===== config.mk =====
export PLATFORM = sky130hd
export DESIGN_NAME = div_hilo_seq_flat
export DESIGN_NICKNAME = d
export VERILOG_FILES = /design/src/rtl/div_hilo_seq_if.sv /design/src/rtl/div_hilo_seq.sv /design/src/flat_wrapper.sv
export SDC_FILE = /design/constraint.sdc
export NUM_CORES = 1
export LEC_CHECK = 0
export CORE_ASPECT_RATIO = 1.5
export CORE_MARGIN = 4
export CORE_UTILIZATION = 50
export CTS_CLUSTER_DIAMETER = 80
export DETAILED_ROUTE_END_ITERATION = 16
export PLACE_DENSITY_LB_ADDON = 0.2
export SLEW_MARGIN = 30
export SYNTH_ARGS = -nofsm -noshare
export SYNTH_HDL_FRONTEND = slang
export SYNTH_SLANG_ARGS = --single-unit

===== constraint.sdc =====
create_clock -name clk -period 5.85 [get_ports clk]
set_input_delay 1.17 -clock clk [delete_from_list [all_inputs] [get_ports clk]]
set_output_delay 1.17 -clock clk [all_outputs]
set_load 0.005 [all_outputs]

===== src/rtl/div_hilo_seq_if.sv =====
// Signal bundle between the control unit, the HI/LO divide sequencer and the
// combinational divider; the sequencer takes the slave view.
interface div_hilo_seq_if;
    logic        start;
    logic        is_signed;
    logic [31:0] dividend;
    logic [31:0] divisor;
    logic [31:0] div_a;
    logic [31:0] div_m;
    logic [63:0] div_q;
    logic [31:0] hi;
    logic [31:0] lo;
    logic        busy;
    logic        done;
    logic        div_zero;

    modport slave (
        input  start, is_signed, dividend, divisor, div_q,
        output div_a, div_m, hi, lo, busy, done, div_zero
    );

    modport master (
        output start, is_signed, dividend, divisor, div_q,
        input  div_a, div_m, hi, lo, busy, done, div_zero
    );
endinterface


===== src/rtl/div_hilo_seq.sv =====
// Multi-cycle wrapper around a combinational restoring divider: feeds operand
// magnitudes, waits SETTLE_CYCLES, then sign-corrects into HI (rem) / LO (quot).
module div_hilo_seq #(
    parameter int SETTLE_CYCLES = 4
) (
    input  logic             clk,
    input  logic             clr,
    div_hilo_seq_if.slave    bus
);
    localparam int CW = $clog2(SETTLE_CYCLES + 1);

    localparam logic [1:0] S_IDLE = 2'd0;
    localparam logic [1:0] S_WAIT = 2'd1;
    localparam logic [1:0] S_DONE = 2'd2;

    logic [1:0]    state_q, state_d;
    logic [CW-1:0] cnt_q, cnt_d;
    logic          sa_q, sa_d;
    logic          sm_q, sm_d;
    logic [31:0]   div_a_q, div_a_d;
    logic [31:0]   div_m_q, div_m_d;
    logic [31:0]   hi_q, hi_d;
    logic [31:0]   lo_q, lo_d;
    logic          busy_q, busy_d;
    logic          done_q, done_d;
    logic          div_zero_q, div_zero_d;

    logic          sa_in, sm_in;
    logic [31:0]   quot_raw, rem_raw;

    assign sa_in    = bus.is_signed & bus.dividend[31];
    assign sm_in    = bus.is_signed & bus.divisor[31];
    assign rem_raw  = bus.div_q[63:32];
    assign quot_raw = bus.div_q[31:0];

    always_comb begin
        state_d    = state_q;
        cnt_d      = cnt_q;
        sa_d       = sa_q;
        sm_d       = sm_q;
        div_a_d    = div_a_q;
        div_m_d    = div_m_q;
        hi_d       = hi_q;
        lo_d       = lo_q;
        div_zero_d = div_zero_q;
        done_d     = 1'b0;

        case (state_q)
            S_IDLE: begin
                if (bus.start) begin
                    if (bus.divisor == 32'd0) begin
                        // Divide-by-zero bypasses the divider entirely.
                        hi_d       = bus.dividend;
                        lo_d       = 32'hFFFF_FFFF;
                        div_zero_d = 1'b1;
                        done_d     = 1'b1;
                        state_d    = S_DONE;
                    end else begin
                        sa_d       = sa_in;
                        sm_d       = sm_in;
                        div_a_d    = sa_in ? -bus.dividend : bus.dividend;
                        div_m_d    = sm_in ? -bus.divisor  : bus.divisor;
                        cnt_d      = CW'(SETTLE_CYCLES - 1);
                        div_zero_d = 1'b0;
                        state_d    = S_WAIT;
                    end
                end
            end
            S_WAIT: begin
                if (cnt_q != '0) begin
                    cnt_d = cnt_q - 1'b1;
                end else begin
                    lo_d    = (sa_q ^ sm_q) ? -quot_raw : quot_raw;
                    hi_d    = sa_q ? -rem_raw : rem_raw;
                    done_d  = 1'b1;
                    state_d = S_DONE;
                end
            end
            S_DONE: begin
                state_d = S_IDLE;
            end
            default: begin
                state_d = S_IDLE;
            end
        endcase

        busy_d = (state_d != S_IDLE);
    end

    always_ff @(posedge clk) begin
        if (clr) begin
            state_q    <= S_IDLE;
            cnt_q      <= '0;
            sa_q       <= 1'b0;
            sm_q       <= 1'b0;
            div_a_q    <= '0;
            div_m_q    <= '0;
            hi_q       <= '0;
            lo_q       <= '0;
            busy_q     <= 1'b0;
            done_q     <= 1'b0;
            div_zero_q <= 1'b0;
        end else begin
            state_q    <= state_d;
            cnt_q      <= cnt_d;
            sa_q       <= sa_d;
            sm_q       <= sm_d;
            div_a_q    <= div_a_d;
            div_m_q    <= div_m_d;
            hi_q       <= hi_d;
            lo_q       <= lo_d;
            busy_q     <= busy_d;
            done_q     <= done_d;
            div_zero_q <= div_zero_d;
        end
    end

    assign bus.div_a    = div_a_q;
    assign bus.div_m    = div_m_q;
    assign bus.hi       = hi_q;
    assign bus.lo       = lo_q;
    assign bus.busy     = busy_q;
    assign bus.done     = done_q;
    assign bus.div_zero = div_zero_q;
endmodule


===== src/flat_wrapper.sv =====
// flat-port wrapper written by rule: the top's interface ports become plain ports
module div_hilo_seq_flat 
#(
    parameter int SETTLE_CYCLES = 4
)
  (clk, clr, bus_start, bus_is_signed, bus_dividend, bus_divisor, bus_div_q, bus_div_a, bus_div_m, bus_hi, bus_lo, bus_busy, bus_done, bus_div_zero);
  div_hilo_seq_if bus_i ();
  input  logic clk;
  input  logic clr;
  input wire logic [$bits(bus_i.start)-1:0] bus_start;
  input wire logic [$bits(bus_i.is_signed)-1:0] bus_is_signed;
  input wire logic [$bits(bus_i.dividend)-1:0] bus_dividend;
  input wire logic [$bits(bus_i.divisor)-1:0] bus_divisor;
  input wire logic [$bits(bus_i.div_q)-1:0] bus_div_q;
  output wire logic [$bits(bus_i.div_a)-1:0] bus_div_a;
  output wire logic [$bits(bus_i.div_m)-1:0] bus_div_m;
  output wire logic [$bits(bus_i.hi)-1:0] bus_hi;
  output wire logic [$bits(bus_i.lo)-1:0] bus_lo;
  output wire logic [$bits(bus_i.busy)-1:0] bus_busy;
  output wire logic [$bits(bus_i.done)-1:0] bus_done;
  output wire logic [$bits(bus_i.div_zero)-1:0] bus_div_zero;
  assign bus_i.start = bus_start;
  assign bus_i.is_signed = bus_is_signed;
  assign bus_i.dividend = bus_dividend;
  assign bus_i.divisor = bus_divisor;
  assign bus_i.div_q = bus_div_q;
  assign bus_div_a = bus_i.div_a;
  assign bus_div_m = bus_i.div_m;
  assign bus_hi = bus_i.hi;
  assign bus_lo = bus_i.lo;
  assign bus_busy = bus_i.busy;
  assign bus_done = bus_i.done;
  assign bus_div_zero = bus_i.div_zero;
  div_hilo_seq #(.SETTLE_CYCLES(SETTLE_CYCLES)) u_core (.clk(clk), .clr(clr), .bus(bus_i));
endmodule

After elaboration in Yosys (flattened, before gate mapping)
Cells that the tools add are included.
- bits in registers: 138
- output and inout bits: 131
- word-level logic and storage cells: 59
- $add $sub $neg: 5
- equal/unequal tests: 6
- muxes and demuxes: 24
- bitwise logic cells: 4
- reductions and logical operators: 9
- operators with widths (operator ; count):
    $mux W32 ; 10
    $neg A32 Y32 ; 4
    $pmux W32 S2 ; 2
    $logic_not A32 Y1 ; 1
    $mux W3 ; 3
    $reduce_and A4 Y1 ; 2
    $mux W2 ; 3
    $ne A2 B2 Y1 const B ; 3
    $pmux W3 S2 ; 1
    $ne A2 B1 Y1 const B ; 2
    $pmux W2 S2 ; 1
    $reduce_bool A2 Y1 ; 2
    $mux W1 ; 3
    $reduce_and A3 Y1 ; 1
    $reduce_bool A3 Y1 ; 1
    $sub A3 B1 Y3 const B ; 1
    $and A1 B1 Y1 ; 2
    $eq A2 B1 Y1 const B ; 1
    $logic_not A2 Y1 ; 1
    $pmux W1 S2 ; 1
    $reduce_and A2 Y1 ; 1
    $not A1 Y1 ; 1
    $xor A1 B1 Y1 ; 1

Depth between registers and ports, before layout
Gate-level depths: netlist (run 1).
- depth in word-level cells: 5
- depth in mapped cells: 11

Least setup slack after synthesis (run 1)
Ideal clock, no wire load.
- path type: in2reg
- start: in bus_div_q[33]
- end: reg u_core.hi_q[28], in the netlist u_core.bus.hi[28]
- arrival time: 3.267 ns
- required time: 5.779 ns
- setup slack: 2.513 ns
- stages on the path: 9
- cell sequence: inv_1 -> ha_1 -> or3b_2 -> clkbuf_1 -> or4_1 -> o31ai_1 -> xor2_1 -> a211o_1 -> a21oi_1
- cells in the longest elaborated chain, start to end: 4
- RTL lines (item ; line ; source):
    from (decl) ; flat_wrapper.sv:14 ; input wire logic [$bits(bus_i.div_q)-1:0] bus_div_q;
    $neg A32 Y32 ; div_hilo_seq.sv:74 ; hi_d = sa_q ? -rem_raw : rem_raw;
    $mux W32 ; div_hilo_seq.sv:74 ;
    $mux W32 ; div_hilo_seq.sv:70 ; if (cnt_q != '0) begin
    $pmux W32 S2 ; div_hilo_seq.sv:48 ; case (state_q)
    to (signal assigned) ; div_hilo_seq.sv:110 ; hi_q <= hi_d;
    to (decl) ; div_hilo_seq.sv:22 ; logic [31:0] hi_q, hi_d;
Every way passes these cells. The select of a mux whose other input is x is not followed.
A chain may end at the register's enable or synchronous reset.

Worst setup path after layout (run 1)
- start: in bus_divisor[6]
- end: reg u_core.lo_q[1], in the netlist u_core.bus.lo[1]
- cells in the longest elaborated chain, start to end: 3
- RTL lines (item ; line ; source):
    from (decl) ; flat_wrapper.sv:13 ; input wire logic [$bits(bus_i.divisor)-1:0] bus_divisor;
    $logic_not A32 Y1 ; div_hilo_seq.sv:51 ; if (bus.divisor == 32'd0) begin
    $ne A2 B1 Y1 (no source line) ; -- ;
    $reduce_and A4 Y1 (no source line) ; -- ;
    to (signal assigned) ; div_hilo_seq.sv:111 ; lo_q <= lo_d;
    to (decl) ; div_hilo_seq.sv:23 ; logic [31:0] lo_q, lo_d;
Every way passes these cells.

==> results of run 1 <==
-- registers in the layout, indices dropped and copies added, names as in the netlist, 2 cells and up --
signal / count
u_core.bus.lo: 32
u_core.bus.div_m: 32
u_core.bus.div_a: 32
u_core.state_q: 2
u_core.bus.hi: 32
u_core.cnt_q: 3
-- layout make-up --
class,count,area [um2]
Clock inverter,13,166.4
Inverter,13,48.80
Tap cell,199,249.0
Sequential cell,138,2763
Multi-Input combinational cell,758,4756
Timing Repair Buffer,270,2684
Clock buffer,19,442.9
Fill cell,1253,4168
-- worst min-delay path: cells and delay by family (launching register included) --
family,cells,cell delay [ns]
flip-flops,1,0.31
AND/OR/NAND/NOR,1,0.05
AO/OA/AOI/OAI,1,0.05
-- layer usage --
layer / wire length [um] / track usage / vias to the layer above
met5: 0 / 0 / -
met4: 624 / 0.09356 / 0
met3: 1396 / 0.06411 / 43
met2: 13000 / 0.4928 / 276
met1: 9781 / 0.2981 / 3787
li1: - / - / 4006
-- per-stage QoR --
step / hold slack (ns) / setup WS (ns) / area [um2]
after floorplan: 0.4405 / 2.513 / 7878
after global placement: 0.4422 / 1.319 / 10480
after detailed placement: 0.4451 / 1.232 / 10480
after CTS: 0.4550 / 1.655 / 11090
after global routing: 0.4721 / 1.410 / 11110
final: 0.4528 / 1.670 / 11110
-- where the power goes --
group	leakage [nW]	switching, W	total, W	internal [W]
registers	1.13	0.0000496	0.00108	0.00103
logic	2.31	0.000344	0.000706	0.000363
clock network	0.290	0.000434	0.00112	0.000686
total	3.73	0.000827	0.00291	0.00208
-- how the worst max path moves through the flow --
stage                              endpoint  cells after the start           start
after floorplan           u_core.bus.hi[28]                      9   bus_div_q[33]
after global placement    u_core.bus.lo[29]                      8  bus_divisor[6]
after detailed placement   u_core.bus.lo[1]                      8  bus_divisor[6]
after CTS                  u_core.bus.lo[1]                      8  bus_divisor[6]
after global routing       u_core.bus.lo[2]                      8  bus_divisor[6]
final                      u_core.bus.lo[1]                      8  bus_divisor[6]
-- layout by cell type (no fill, tap or decap), drive strengths merged, types with 21 or more instances in the layout --
master / n
xor2: 69
nand2: 90
nor3: 21
o31ai: 22
o21ai: 30
a211oi: 85
nor2: 154
xnor2: 44
clkdlybuf4s50: 261
dfxtp: 138
a21oi: 56
-- logic make-up (layout without fill, tap and decap cells) --
family,Yosys count,in the layout
fa+ha+maj,6,6
flops,138,138
simple gates,358,358
compound gates,279,279
buf+inv,84,315
mux,2,2
xor+xnor,113,113
==> qor.csv, run 1 <==
metric,value,unit
vdd.ir_drop.worst,0.1608,mV
rr_endpoint,u_core.bus.div_m[29],
core.rowCount,55,
grt_start_max_net_pins,92,
run_status,finished clean,
drive_gt1_frac,0.04872,
routed_vias,8112,
drtPass1Iterations,5,
post_synth_and_or_nand_nor_area_fraction,0.2109,
critical_path.slowest_cell,or4_1,
clk_path_buf_depth,2,
yosys.area_share.xor_xnor,0.1256,
hold-path-endpoint,u_core.bus.hi[9],
p_leak,3.734,nW
number_of_global_route_vias_before_repair,7958,
global_route.overflow_total,0,
number_of_sinks_handled_by_clock_tree_synthesis,138,
worst_path_largest_cell_delay,0.66,ns
area_growth,41.03,%
worst_hold_startpoint,u_core.bus.hi[9],
synth_enable_flop_cells,0,
antenna_found_initial,0,
detail_route.wl_per_cell,17.59,um
yosys_warnings,0,
post_cts_resized,0,
synth_cell_type_count,56,
postSynthRegisterBits,138,
design.die.area,17870,um2
cp_max_fo,31,
synthMuxAreaShare,0.002541,
finalWeightedCongestion,0.8931,
numPlacedInstances,1378,
numCtsBuffers,17,
worst-path-buf-inv,2,
crit_path_cell_trace,"clkdlybuf4s50_1, or4_1, nor4_4, nand4b_4, o21ai_4, buf_4, nor2_1, a311oi_1",
report.final.setup_viol,0,
critical_path_required,6.17,ns
floorplan.io_pins,263,
layout.nets,1336,
worstHoldPathType,flop to flop,
setup-tns-final,0,ns
post-cts-setup-buffer-count,0,
netlist.top_cell.by_area,dfxtp_1,
power_density,261.5,nW/um2
groute.usage.overall,0.2671,
cp_top_family,simple AND/OR/NAND/NOR gates,
synth_async_sr_flop_share,0,
register_area_share_after_synthesis,0.3507,
synth_compound_gate_area_share,0.2500,
detailedRoute.firstIterationViolations,553,
remaining_drc_errors,0,
cts_hold_repair.buffers,0,
syn-cell-area,7878,um2
critical_path_at,4.50,ns
dieWidth,110.5,um
start_util,0.5156,
viasPerCell,5.753,
synth.cells.most_frequent,"nor2_1 (154), dfxtp_1 (138), nand2_1 (90)",
critical_path.reg2reg.startpoint,u_core.state_q[0],
h_tree_depth,4,
critical_path.startpoint_type,input port,
fp.dieH,161.7,um
fin_cells,1410,
synthesized_net_count,1118,
synthMostInstantiatedCell,nor2_1,
report.power.total,0.002906,W
cp_endpoint_kind,flop,
netlist.area_leader.share,0.3507,
finalHoldViolations,0,
grt_pass1_wl,39600,um
count_of_nets_left_with_antenna_violations_after_detail_routing,0,
max-cap-violations,0,
syn_inst,980,
grt_setup_unrepaired,false,
worst-r2r-cell-count,6,
worst-slew-pin-transition,0.8986,ns
whs_path_depth,2,
dp_hpwl,18220,um
cts_tree,yes,
port-buffer-count,262,
synthesis.area_per_instance,8.038,um2
postLayoutCoreUtil,0.7272,
synth_top_family_by_area,compound AO/OA/AOI/OAI gates,
route.final.wire_length,24800,um
leading_post_synthesis_cells_by_cell_area,"dfxtp_1 (35%), xor2_1 (7.7%), a211oi_1 (7.6%)",
slew_violations,0,
antennaDiodeCount,0,
ctsRootBufferMaster,clkbuf_16,
timing.reg2reg.setup_slack,3.20,ns
placeableCoreArea,15280,um2
synthesized_area_fraction_occupied_by_adder_cells,0.009530,
clock-skew-final,0.01479,ns
max_freq,239.2,MHz
clk_pin_slew_worst_paths,0.07,ns
setup.worst_path.class,input port to flop,
ys.flop_type,dfxtp_1,
final.min_clock_period,4.180,ns
clock_latency,0.42,ns
maxSlewHeadroom,0.4006,
final_cycle_utilization_of_the_critical_path,0.7145,
No activity file was read; power rests on OpenSTA's default activity.
==> run 2: changes to the inputs <==
--- a/config.mk
+++ b/config.mk
@@ -7,7 +7,7 @@
 export LEC_CHECK = 0
 export CORE_ASPECT_RATIO = 1.5
 export CORE_MARGIN = 4
-export CORE_UTILIZATION = 50
+export CORE_UTILIZATION = 42
 export CTS_CLUSTER_DIAMETER = 80
 export DETAILED_ROUTE_END_ITERATION = 16
 export PLACE_DENSITY_LB_ADDON = 0.2
==> constraint.sdc (replaced) <==
create_clock -name clk -period 3.68 [get_ports clk]
set_input_delay 0.736 -clock clk [delete_from_list [all_inputs] [get_ports clk]]
set_output_delay 0.736 -clock clk [all_outputs]
set_load 0.005 [all_outputs]
==> run 2 against run 1 <==
Hold slack worse by 0.0028 ns. Highest routed layer unchanged. Largest power group is now sequential cells. Largest cell class unchanged. Critical path type unchanged. Die area is 18% higher. Sequential power is 59% higher.
==> qor.csv, run 2 (synthesized netlist as in run 1, its figures left out) <==
metric,value,unit,change
route.final.wire_length,25350,um,was 24800 um
timing.reg2reg.setup_slack,1.54,ns,was 3.20 ns
max-cap-violations,0,,unchanged
antennaDiodeCount,0,,unchanged
highest_layer,met4,,unchanged
start_util,0.4265,,was 0.5156
routed-wl-met2,13130,um,was 13000 um
clock_latency,0.42,ns,about the same
critical_path_required,4.02,ns,was 6.17 ns
max_freq,317.0,MHz,
cp_endpoint_kind,flop,,unchanged
port-buffer-count,262,,unchanged
number_of_global_route_vias_before_repair,7795,,was 7958
detailedRoute.firstIterationViolations,551,,was 553
remaining_drc_errors,0,,unchanged
worstHoldPathType,flop to flop,,unchanged
floorplan.io_pins,263,,unchanged
h_tree_depth,4,,unchanged
grt_start_max_net_pins,84,,was 92
final.min_clock_period,3.154,ns,
antenna_found_initial,0,,unchanged
routed_vias,8068,,was 8112
worst_hold_startpoint,u_core.bus.hi[9],,unchanged
post-cts-setup-buffer-count,0,,unchanged
whs_path_depth,2,,unchanged
global_route.overflow_total,0,,unchanged
setup-tns-final,0,ns,unchanged
drive_gt1_frac,0.05882,,was 0.04872
critical_path.reg2reg.startpoint,u_core.state_q[1],,was u_core.state_q[0]
fp.dieH,175.7,um,was 161.7 um
finalHoldViolations,0,,unchanged
power_density,404.7,nW/um2,was 261.5 nW/um2
crit_path_cell_trace,"clkdlybuf4s50_1, or4_1, or4_1, o41ai_1, xor2_1, a211o_1, a21oi_1",,"was clkdlybuf4s50_1, or4_1, nor4_4, nand4b_4, o21ai_4, buf_4, nor2_1, a311oi_1"
viasPerCell,5.466,,was 5.753
worst-slew-pin-transition,0.9512,ns,was 0.8986 ns
clock-skew-final,0.009517,ns,was 0.01479 ns
maxSlewHeadroom,0.3659,,was 0.4006
fin_cells,1476,,was 1410
worst-r2r-cell-count,4,,was 6
grt_pass1_wl,40370,um,was 39600 um
cp_top_family,simple AND/OR/NAND/NOR gates,,unchanged
worst-path-buf-inv,1,,was 2
detail_route.wl_per_cell,17.17,um,was 17.59 um
critical_path.startpoint_type,input port,,unchanged
core.rowCount,61,,was 55
vdd.ir_drop.worst,0.2365,mV,was 0.1608 mV
detailroute.wirelength.met3,1392,um,was 1396 um
hold-path-endpoint,u_core.bus.hi[9],,unchanged
numCtsBuffers,17,,unchanged
design.die.area,21060,um2,was 17870 um2
layout.cells.most_common_list,"clkdlybuf4s50_1 (261), nor2_1 (153), dfxtp_1 (138)",,unchanged
mostFrequentLayoutCell,clkdlybuf4s50_1,,unchanged
dp_worst_setup_slack,0.1004,ns,was 1.232 ns
dp_hpwl,19150,um,was 18220 um
critical_path_at,3.50,ns,was 4.50 ns
number_of_sinks_handled_by_clock_tree_synthesis,138,,unchanged
critical-path-top-cell-by-count,or4_1,,
final.hold.worst_slack,0.4500,ns,was 0.4528 ns
numPlacedInstances,1444,,was 1378
report.final.setup_viol,0,,unchanged
groute.usage.overall,0.2385,,was 0.2671
placeableCoreArea,18470,um2,was 15280 um2
cp_max_fo,7,,was 31
rr_endpoint,u_core.bus.lo[15],,was u_core.bus.div_m[29]
worst_path_largest_cell_delay,0.74,ns,was 0.66 ns
met1Wirelength,10110,um,was 9781 um
critical_path.slowest_cell,or4_1,,unchanged
clk_path_buf_depth,2,,unchanged
drtPass1Iterations,5,,unchanged
ctsRootBufferMaster,clkbuf_16,,unchanged
layout.nets,1349,,was 1336
setup.worst_path.class,input port to flop,,unchanged
count_of_nets_left_with_antenna_violations_after_detail_routing,0,,unchanged
cts_tree,yes,,unchanged
finalWeightedCongestion,0.9199,,was 0.8931
slew_violations,0,,unchanged
setup_ws_post_layout,0.5256,ns,was 1.670 ns
cts_hold_repair.buffers,0,,unchanged
post_cts_resized,0,,unchanged
area_growth,43.15,%,was 41.03%
dieWidth,119.8,um,was 110.5 um
p_leak,3.798,nW,was 3.734 nW
clk_pin_slew_worst_paths,0.06,ns,was 0.07 ns
grt_setup_unrepaired,false,,unchanged
run_status,finished clean,,unchanged
final_cycle_utilization_of_the_critical_path,0.8572,,
[run 2: per-stage QoR]
stage                     power (W)    util  cell area (um2)
final                      0.004564  0.6106            11280
after CTS                  0.004620  0.6099            11270
after global routing       0.004795  0.6106            11280
after detailed placement   0.002893  0.5781            10680
after global placement     0.002881  0.5781            10680
after floorplan            0.002290       -             7878
[run 2: per-layer routing]
metal / global-route usage / vias up
li1: - / 4023
met4: 0.09795 / 0
met3: 0.04575 / 55
met5: 0 / -
met1: 0.2776 / 3718
met2: 0.4264 / 272
[run 2: where the power goes]
| group | total, W | switching (W) | leakage (nW) | internal, W |
|---|---|---|---|---|
| registers | 0.00172 | 0.0000795 | 1.13 | 0.00164 |
| logic | 0.00114 | 0.000550 | 2.37 | 0.000591 |
| clock network | 0.00171 | 0.000684 | 0.292 | 0.00102 |
[run 2: how the worst max path moves through the flow]
| stage | slack (ns) | end | cells past startpoint | startpoint |
|---|---|---|---|---|
| after global placement | 0.16 | u_core.bus.hi[23] | 7 | bus_div_q[42] |
| final | 0.53 | u_core.bus.hi[19] | 7 | bus_div_q[42] |
| after floorplan | 0.78 | u_core.bus.hi[28] | 9 | bus_div_q[33] |
| after detailed placement | 0.10 | u_core.bus.hi[19] | 7 | bus_div_q[42] |
| after CTS | 0.55 | u_core.bus.hi[19] | 7 | bus_div_q[42] |
| after global routing | 0.39 | u_core.bus.hi[19] | 7 | bus_div_q[42] |
[run 2: worst register-to-register path: stages, from the launching register on]
cell      delay (ns)
dfxtp_1         0.43
nand2b_1        0.39
nor2_2          0.73
buf_4           0.34
a211oi_1        0.10
[run 2: layout make-up]
class	count	area, um2
Clock buffer	19	442.9
Clock inverter	13	145.1
Sequential cell	138	2763
Multi-Input combinational cell	758	4747
Fill cell	1769	7193
Inverter	13	48.80
Tap cell	252	315.3
Timing Repair Buffer	283	2815
